File: src/rtl/rr_child_arbiter.sv
// Round-robin single-slot arbiter for the root module's five children; one-hot registered grant.
// Optional macro RR_CHILD_ARBITER_PRIO_EN adds a prio input that biases arbitration.
module rr_child_arbiter #(
  parameter int NUM_REQ  = 5,
  parameter int ID_W     = $clog2(NUM_REQ),
  parameter int HOLD_MAX = 64,
  parameter int CNT_W    = 16
) (
  input  logic               clk,
  input  logic               rst_n,
  input  logic [NUM_REQ-1:0] req,
  input  logic [NUM_REQ-1:0] done,
`ifdef RR_CHILD_ARBITER_PRIO_EN
  input  logic [NUM_REQ-1:0] prio,
`endif
  output logic [NUM_REQ-1:0] gnt,
  output logic [ID_W-1:0]    gnt_id,
  output logic               busy,
  output logic               timeout_err
);

  typedef enum logic [1:0] {IDLE, GRANT, GAP} state_t;

  state_t             state_q, state_d;
  logic [NUM_REQ-1:0] gnt_q, gnt_d;
  logic [ID_W-1:0]    gnt_id_q, gnt_id_d;
  logic [ID_W-1:0]    ptr_q, ptr_d;
  logic [CNT_W-1:0]   cnt_q, cnt_d;
  logic               busy_q, busy_d;
  logic               tmo_q, tmo_d;

  logic [NUM_REQ-1:0] cand;
  logic [ID_W-1:0]    win_id;
  logic               own_done, own_req, wdog_hit;

  // First set bit of c at or after p, wrapping explicitly so no index >= NUM_REQ appears.
  function automatic logic [ID_W-1:0] rr_pick(input logic [NUM_REQ-1:0] c,
                                              input logic [ID_W-1:0] p);
    logic [ID_W-1:0] res;
    int              idx;
    res = '0;
    for (int i = NUM_REQ - 1; i >= 0; i--) begin
      idx = int'(p) + i;
      if (idx >= NUM_REQ) idx = idx - NUM_REQ;
      if (c[idx]) res = ID_W'(idx);
    end
    return res;
  endfunction

`ifdef RR_CHILD_ARBITER_PRIO_EN
  assign cand = (|(req & prio)) ? (req & prio) : req;
`else
  assign cand = req;
`endif

  assign win_id   = rr_pick(cand, ptr_q);
  assign own_done = done[gnt_id_q];
  assign own_req  = req[gnt_id_q];
  assign wdog_hit = (cnt_q == CNT_W'(HOLD_MAX - 1));

  always_comb begin
    state_d  = state_q;
    gnt_d    = gnt_q;
    gnt_id_d = gnt_id_q;
    ptr_d    = ptr_q;
    cnt_d    = cnt_q;
    busy_d   = busy_q;
    tmo_d    = 1'b0;
    unique case (state_q)
      IDLE, GAP: begin
        gnt_d  = '0;
        busy_d = 1'b0;
        state_d = IDLE;
        if (|cand) begin
          state_d  = GRANT;
          gnt_d    = {{(NUM_REQ-1){1'b0}}, 1'b1} << win_id;
          gnt_id_d = win_id;
          busy_d   = 1'b1;
          cnt_d    = '0;
        end
      end
      GRANT: begin
        if (cnt_q != CNT_W'(HOLD_MAX)) cnt_d = cnt_q + 1'b1;
        if (own_done || !own_req || wdog_hit) begin
          state_d = GAP;
          gnt_d   = '0;
          busy_d  = 1'b0;
          ptr_d   = (gnt_id_q == ID_W'(NUM_REQ - 1)) ? '0 : gnt_id_q + 1'b1;
          // A done or abort in the watchdog cycle counts as a normal release.
          tmo_d   = !own_done && own_req;
        end
      end
      default: state_d = IDLE;
    endcase
  end

  always_ff @(posedge clk or negedge rst_n) begin
    if (!rst_n) begin
      state_q  <= IDLE;
      gnt_q    <= '0;
      gnt_id_q <= '0;
      ptr_q    <= '0;
      cnt_q    <= '0;
      busy_q   <= 1'b0;
      tmo_q    <= 1'b0;
    end else begin
      state_q  <= state_d;
      gnt_q    <= gnt_d;
      gnt_id_q <= gnt_id_d;
      ptr_q    <= ptr_d;
      cnt_q    <= cnt_d;
      busy_q   <= busy_d;
      tmo_q    <= tmo_d;
    end
  end

  assign gnt         = gnt_q;
  assign gnt_id      = gnt_id_q;
  assign busy        = busy_q;
  assign timeout_err = tmo_q;

endmodule
File: config.mk
export PLATFORM = sky130hd
export DESIGN_NAME = rr_child_arbiter
export DESIGN_NICKNAME = d
export VERILOG_FILES = /design/src/rtl/rr_child_arbiter.sv
export SDC_FILE = /design/constraint.sdc
export NUM_CORES = 1
export LEC_CHECK = 0
export ABC_AREA = 1
export CORE_UTILIZATION = 50
export CTS_BUF_LIST = sky130_fd_sc_hd__clkbuf_4 sky130_fd_sc_hd__clkbuf_8
export DETAILED_ROUTE_END_ITERATION = 10
export PLACE_DENSITY = 0.73
export SLEW_MARGIN = 30
export SYNTH_ARGS = -nofsm -noshare
export SYNTH_HDL_FRONTEND = slang
export SYNTH_SLANG_ARGS = --single-unit
File: constraint.sdc
create_clock -name clk -period 2.38 [get_ports clk]
set_clock_uncertainty 0.1 [all_clocks]
set_input_delay 0.476 -clock clk [delete_from_list [all_inputs] [get_ports clk]]
set_output_delay 0.476 -clock clk [all_outputs]
set_load 0.05 [all_outputs]
# == Yosys cells after proc, flatten, opt, wreduce, memory -nomap -nowiden ==
# Cells that the tools add are included.
# word_totals
reg_bits,31
in_bits,12
output_inout_bits,10
elab_cells,95
# op_classes
n_addsub,11
n_lt_le_gt_ge,11
eq_ne,8
shift,1
mux,44
n_reduce_logical,13
# op_table
op,count
$lt A32 B5 Y1 const B,5
$mux W32,5
$mux W16,2
$pmux W16 S2,1
$bmux W1 S3,7
$sub A4 B3 Y5 const B,4
$mux W3,6
$mux W1,17
$add A16 B1 Y16 const B,1
$eq A16 B6 Y1 const B,1
$ge A4 B3 Y1 const B,4
$ne A16 B7 Y1 const B,1
$mux W5,2
$pmux W5 S2,1
$add A3 B2 Y4 const B,2
$ne A2 B2 Y1 const B,3
$reduce_and A2 Y1,3
$reduce_or A5 Y1,1
$shl A1 B3 Y5 const A,1
$add A3 B1 Y4 const B,1
$add A3 B3 Y4 const B,1
$lt A3 B4 Y1 const B,1
$pmux W2 S2,1
$sub A3 B3 Y4 const B,1
14 further kinds,16

# == Depth between registers and ports, before layout ==
# depth
ltp_word,14
ltp_mapped,20
depth_no_buf,19

# == Worst setup path after synthesis ==
# OpenSTA, ideal clock, no wires.
# synth_timing
path_kind,reg2reg
startpoint,register ptr_q[1]
endpoint,"register gnt_id_q[0], in the netlist gnt_id[0]"
setup_ps,129
arrival_ps,2152
required_ps,2151
slack_ps,0
path_stages_with_launch,19
path_buffers,0
period_less_slack_ps,2380
cell_sequence,dfrtp_1 -> inv_1 -> ha_1 -> inv_1 -> ha_1 -> a21oi_2 -> inv_1 -> o21ai_1 -> inv_1 -> o211ai_1 -> nand3_1 -> nand2_1 -> inv_1 -> nand2_1 -> inv_1 -> nand2_1 -> nand2_1 -> nand2_1 -> o21ai_0
# synth_between
elab_chain_cells,11
word_cells_on_any_way,39
classes_between,add/sub: 9; order compare: 5; mux: 25
# synth_rtl
item,line,rtl
"start, declared",27,"logic [ID_W-1:0] ptr_q, ptr_d;"
"start signal, assigned",110,ptr_q <= ptr_d;
$add A3 B3 Y4,43,idx = int'(p) + i;
$sub A4 B3 Y5 / $ge A4 B3 Y1 (equally long branches),44,if (idx >= NUM_REQ) idx = idx - NUM_REQ;
$mux W32,44,
$bmux W1 S3,45,if (c[idx]) res = ID_W'(idx);
$mux W1 (implied by the code) (2 in a row),45,
$mux W3 (4 in a row),45,
$mux W3 *,45,
"end signal, assigned",109,gnt_id_q <= gnt_id_d;
"end, declared",26,"logic [ID_W-1:0] gnt_id_q, gnt_id_d;"
# Mark *: on every way between the ends. The rest lies on a longest branch, timed or not. The select of a mux whose other input is x is not followed.
# A chain may end at the register's enable or synchronous reset.

# == Final worst setup path ==
# layout_timing
startpoint,register ptr_q[1]
endpoint,"register gnt_q[0], in the netlist gnt[0]"
# layout_between
elab_chain_cells,14
word_cells_on_any_way,42
classes_between,add/sub: 9; order compare: 5; shift: 1; mux: 27
# layout_rtl
item,line,rtl
$add A3 B3 Y4,43,
$sub A4 B3 Y5 / $ge A4 B3 Y1 (equally long branches),44,
$mux W32,44,
$bmux W1 S3,45,
$mux W1 (implied by the code) (2 in a row),45,
$mux W3 (4 in a row),45,
$mux W3 *,45,
$shl A1 B3 Y5 *,76,"gnt_d = {{(NUM_REQ-1){1'b0}}, 1'b1} << win_id;"
$mux W5 *,74,if (|cand) begin
$pmux W5 S2 *,69,unique case (state_q)
"end signal, assigned",108,gnt_q <= gnt_d;
"end, declared",25,"logic [NUM_REQ-1:0] gnt_q, gnt_d;"
# Marks and branches as above.

==> summary.md <==
| Metric | Value |
|---|---|
| RSZ-0062 raised after global routing | `yes` |
| Register area | `777 sq um` |
| DRC Markers | `0` |
| First-pass detailed-route iteration total | `5` |
| Endpoint, Worst Hold | `busy$_DFFE_PN0P_` |
| Outcome | `finished with violations` |
| Kind of critical path | `reg -> reg` |
| Die height | `75.5 um` |
| Tmin final | `2470 ps` |
| Synth area leaders | `dfrtp_1, nand2_1, nand3_1` |
| Slowest stage delay, CP | `420 ps` |
| Fillers | `365` |
| Inserted Clock Buffers | `5` |
| Drt total wl | `9.16 mm` |
| Data required, critical path | `2460 ps` |
| Worst R2R Setup Slack | `-90 ps` |
| Routed Antenna Nets | `0` |
| Simple-gate area share of the yosys netlist | `41.1%` |
| CTS clk-pin slew, worst paths | `70 ps` |
| DP HPWL | `5.88 mm` |
| Top-count cell post-synth | `nand2_1` |
| Post-Synth XOR/XNOR Area | `2.87%` |
| Area grow syn2layout | `43.4%` |
| Multi-input logic area | `2090 sq um` |
| Synth cell count leaders | `nand2_1, nand3_1, inv_1` |
| Yosys cell types | `34` |
| Adder-Cell Fraction of Synth Area | `7.41%` |
| Reg2reg start | `ptr_q[1]$_DFFE_PN0P_` |
| Die X | `75.5 um` |
| Post-synthesis register bit count | `31` |
| RePlAce Congestion | `0.913` |
| Initial antenna violation count | `0` |
| Top-area cell type share of the netlist area | `28.7%` |
| Number of max-cap violations | `0` |
| CTS tree | `built` |
| Setup Viol. Count Final | `6` |
| Fmax | `404 MHz` |
| Reg-to-Reg End | `gnt[0]$_DFFE_PN0P_` |
| Via count | `3203` |
| Worst path cell trace | `inv_4 > buf_6 > ha_4 > inv_8 > nand3_4 > nand2_4 > nand3_4 > nand2_4 > buf_4 > nand4_1 > nand3_2 > nor2_2 > nor2_1 > nor2_2 > nand3_1 > nand2_1` |
| Root Buffer | `clkbuf_8` |
| Hold Path Class | `reg -> reg` |
| Number of global-route vias before repair | `2538` |
| Pin count of the biggest net entering global routing | `32` |
| Top FF cell, synth | `dfrtp_1` |
| Failing checks | `negative setup slack` |
| Share of layout cells above drive strength 1 | `32.7%` |
| Gr usage total | `29.2%` |
| Skew-Pair Late Insertion Delay | `280 ps` |
| Crit-path max FO | `7` |
| Die Footprint | `5700 sq um` |
| Main combinational cell family by area after synthesis | `simple AND/OR/NAND/NOR gates` |
| Initial DRC count | `303` |
| Setup TNS | `-292 ps` |
| Worst Tran Pin Value | `500 ps` |
| N_diodes | `0` |
| I/O pin count | `22` |
| First-pass GRT wire length | `12.4 mm` |
| Async S/R FF share, synth | `100%` |
| Port Buf Inserts | `21` |
| Syn. warnings | `0` |
| Hold depth | `2` |
| Sequential cell area fraction in the yosys report | `28.7%` |
| Critical Path AT | `2550 ps` |
| R2R cell count | `16` |
| Core Box Area | `5170 sq um` |
| Synthesized Nets | `430` |
| Max-slew violation count | `0` |
| CTS Buffer Depth | `2` |
| Layout Nets | `501` |
| Syn Area/Cell | `6.72 sq um` |
| Slowest cell on the critical path | `dfrtp_1` |
| Syn Std Cell Area | `2700 sq um` |
| PnR worst setup slack | `-93.3 ps` |
| Setup crit end kind | `flop` |
| Drt via density | `5.89` |
| Rows | `26` |
| Final period util | `104%` |
| Post-synthesis compound-gate area fraction | `11.1%` |
| Total gr overflow | `0` |
| Slew margin rel. | `66.5%` |
| Synth area leader | `dfrtp_1` |
| Mux cell area share after synthesis | `0%` |
| WL/cell | `16.8 um` |
| Hold_sp | `busy$_DFFE_PN0P_` |
| Fin. Hold Viols | `0` |
| Post-synth EDFFs | `0` |
| H-tree depth | `2` |
| Syn Inst Count | `402` |
| Initial Util | `52.2%` |
| Crit start category | `flop` |
| Clk sinks | `31` |
## critical path: cells and delay by family, from the launching register on
family | cells | cell delay, ps
buffers and inverters | 4 | 450
adders and majority gates | 1 | 270
DFF | 1 | 420
and+or+nand+nor | 11 | 1130
## layout by cell type, fill, tap and decap left out, types with 2 or more instances in the layout
| cell | synthesis | routed |
|---|---|---|
| ha_1 | 16 | 6 |
| dfrtp_1 | 31 | 30 |
| xor2_1 | 7 | 7 |
| o21ai_0 | 17 | 15 |
| nand2_4 | 0 | 13 |
| inv_1 | 49 | 42 |
| inv_2 | 3 | 8 |
| o21ai_2 | 2 | 4 |
| nand3_4 | 0 | 4 |
| ha_4 | 0 | 8 |
| o22ai_1 | 8 | 8 |
| nor4_1 | 3 | 3 |
| ha_2 | 0 | 2 |
| a21oi_1 | 7 | 7 |
| nor2_2 | 6 | 9 |
| nor2_1 | 22 | 18 |
| inv_4 | 1 | 2 |
| clkdlybuf4s50_1 | 0 | 21 |
| nand3_2 | 5 | 13 |
| nand3_1 | 58 | 46 |
| nand2_1 | 109 | 82 |
| buf_4 | 0 | 41 |
| nor3_1 | 9 | 9 |
| o211ai_1 | 3 | 3 |
| clkinv_1 | 2 | 2 |
| nand2_2 | 14 | 28 |
| o21ai_1 | 5 | 4 |
| clkbuf_8 | 0 | 6 |
| buf_6 | 2 | 6 |
| nand4_1 | 9 | 9 |
| o2111ai_1 | 2 | 2 |
| nand4_4 | 0 | 2 |
## routing by layer
layer	vias up	part of all wire, %	global-route usage [%]
met1	1470	43	44.3
li1	1490	-	-
met2	196	44	42.6
met5	-	0	0
met3	47	7.7	5.16
met4	0	4.8	7.82
## flip-flops by register name, indices dropped and copies added (netlist names)
register     count
gnt_id           3
gnt              5
state_q          2
busy             1
ptr_q            3
timeout_err      1
cnt_q           16
## final cells by class
cell class | count | area share [%]
flip-flops and latches | 31 | 20.0
repair buffers | 68 | 15.1
clock buffers | 6 | 2.13
inverters | 55 | 5.65
multi-input cells | 312 | 53.9
well taps | 70 | 2.26
clock inverters | 2 | 0.904
## stage by stage
step | worst slack (ps) | instances | area, sq um | utilization [%] | hold WS (ps)
2_1_floorplan | 3.08 | 402 | 2700 | - | 80.4
3_3_place_gp | -8.98 | 520 | 3200 | 61.9 | 365
3_5_place_dp | -96.3 | 520 | 3200 | 61.9 | 363
4_1_cts | -13.0 | 534 | 3460 | 66.9 | 381
5_1_grt | -199 | 544 | 3880 | 74.9 | 411
6_report | -93.3 | 544 | 3880 | 74.9 | 377
## worst max path at each step
stage	startpoint	to	slack, ps	cells past startpoint
after floorplan	ptr_q[0]$_DFFE_PN0P_	gnt_id[0]$_DFFE_PN0P_	3	19
after global placement	req[4]	gnt[1]$_DFFE_PN0P_	-9	9
after detailed placement	ptr_q[2]$_DFFE_PN0P_	gnt[0]$_DFFE_PN0P_	-100	17
after CTS	ptr_q[1]$_DFFE_PN0P_	gnt[0]$_DFFE_PN0P_	-10	15
after global routing	ptr_q[0]$_DFFE_PN0P_	gnt[2]$_DFFE_PN0P_	-200	17
final	ptr_q[1]$_DFFE_PN0P_	gnt[0]$_DFFE_PN0P_	-90	16
## cell families (layout without fill, tap and decap cells)
family | after synthesis | in the layout
and+or+nand+nor | 238 | 238
DFF | 31 | 31
AOI/OAI and AO/OA | 50 | 50
buffers and inverters | 59 | 131
xor gates and xnor gates | 8 | 8
adders and majority gates | 16 | 16
## what timing repair did
action,4_1_cts,5_1_grt
hold endpoints to repair,0,0
pin swaps,9,43
hold buffers,0,0
buffers inserted,6,10
resized for setup,22,83
endpoints found under the setup margin,7,8
Power is left out: the tool's default activity adds up to more than one toggle a clock period on the data nets, which glitch-free logic cannot reach.
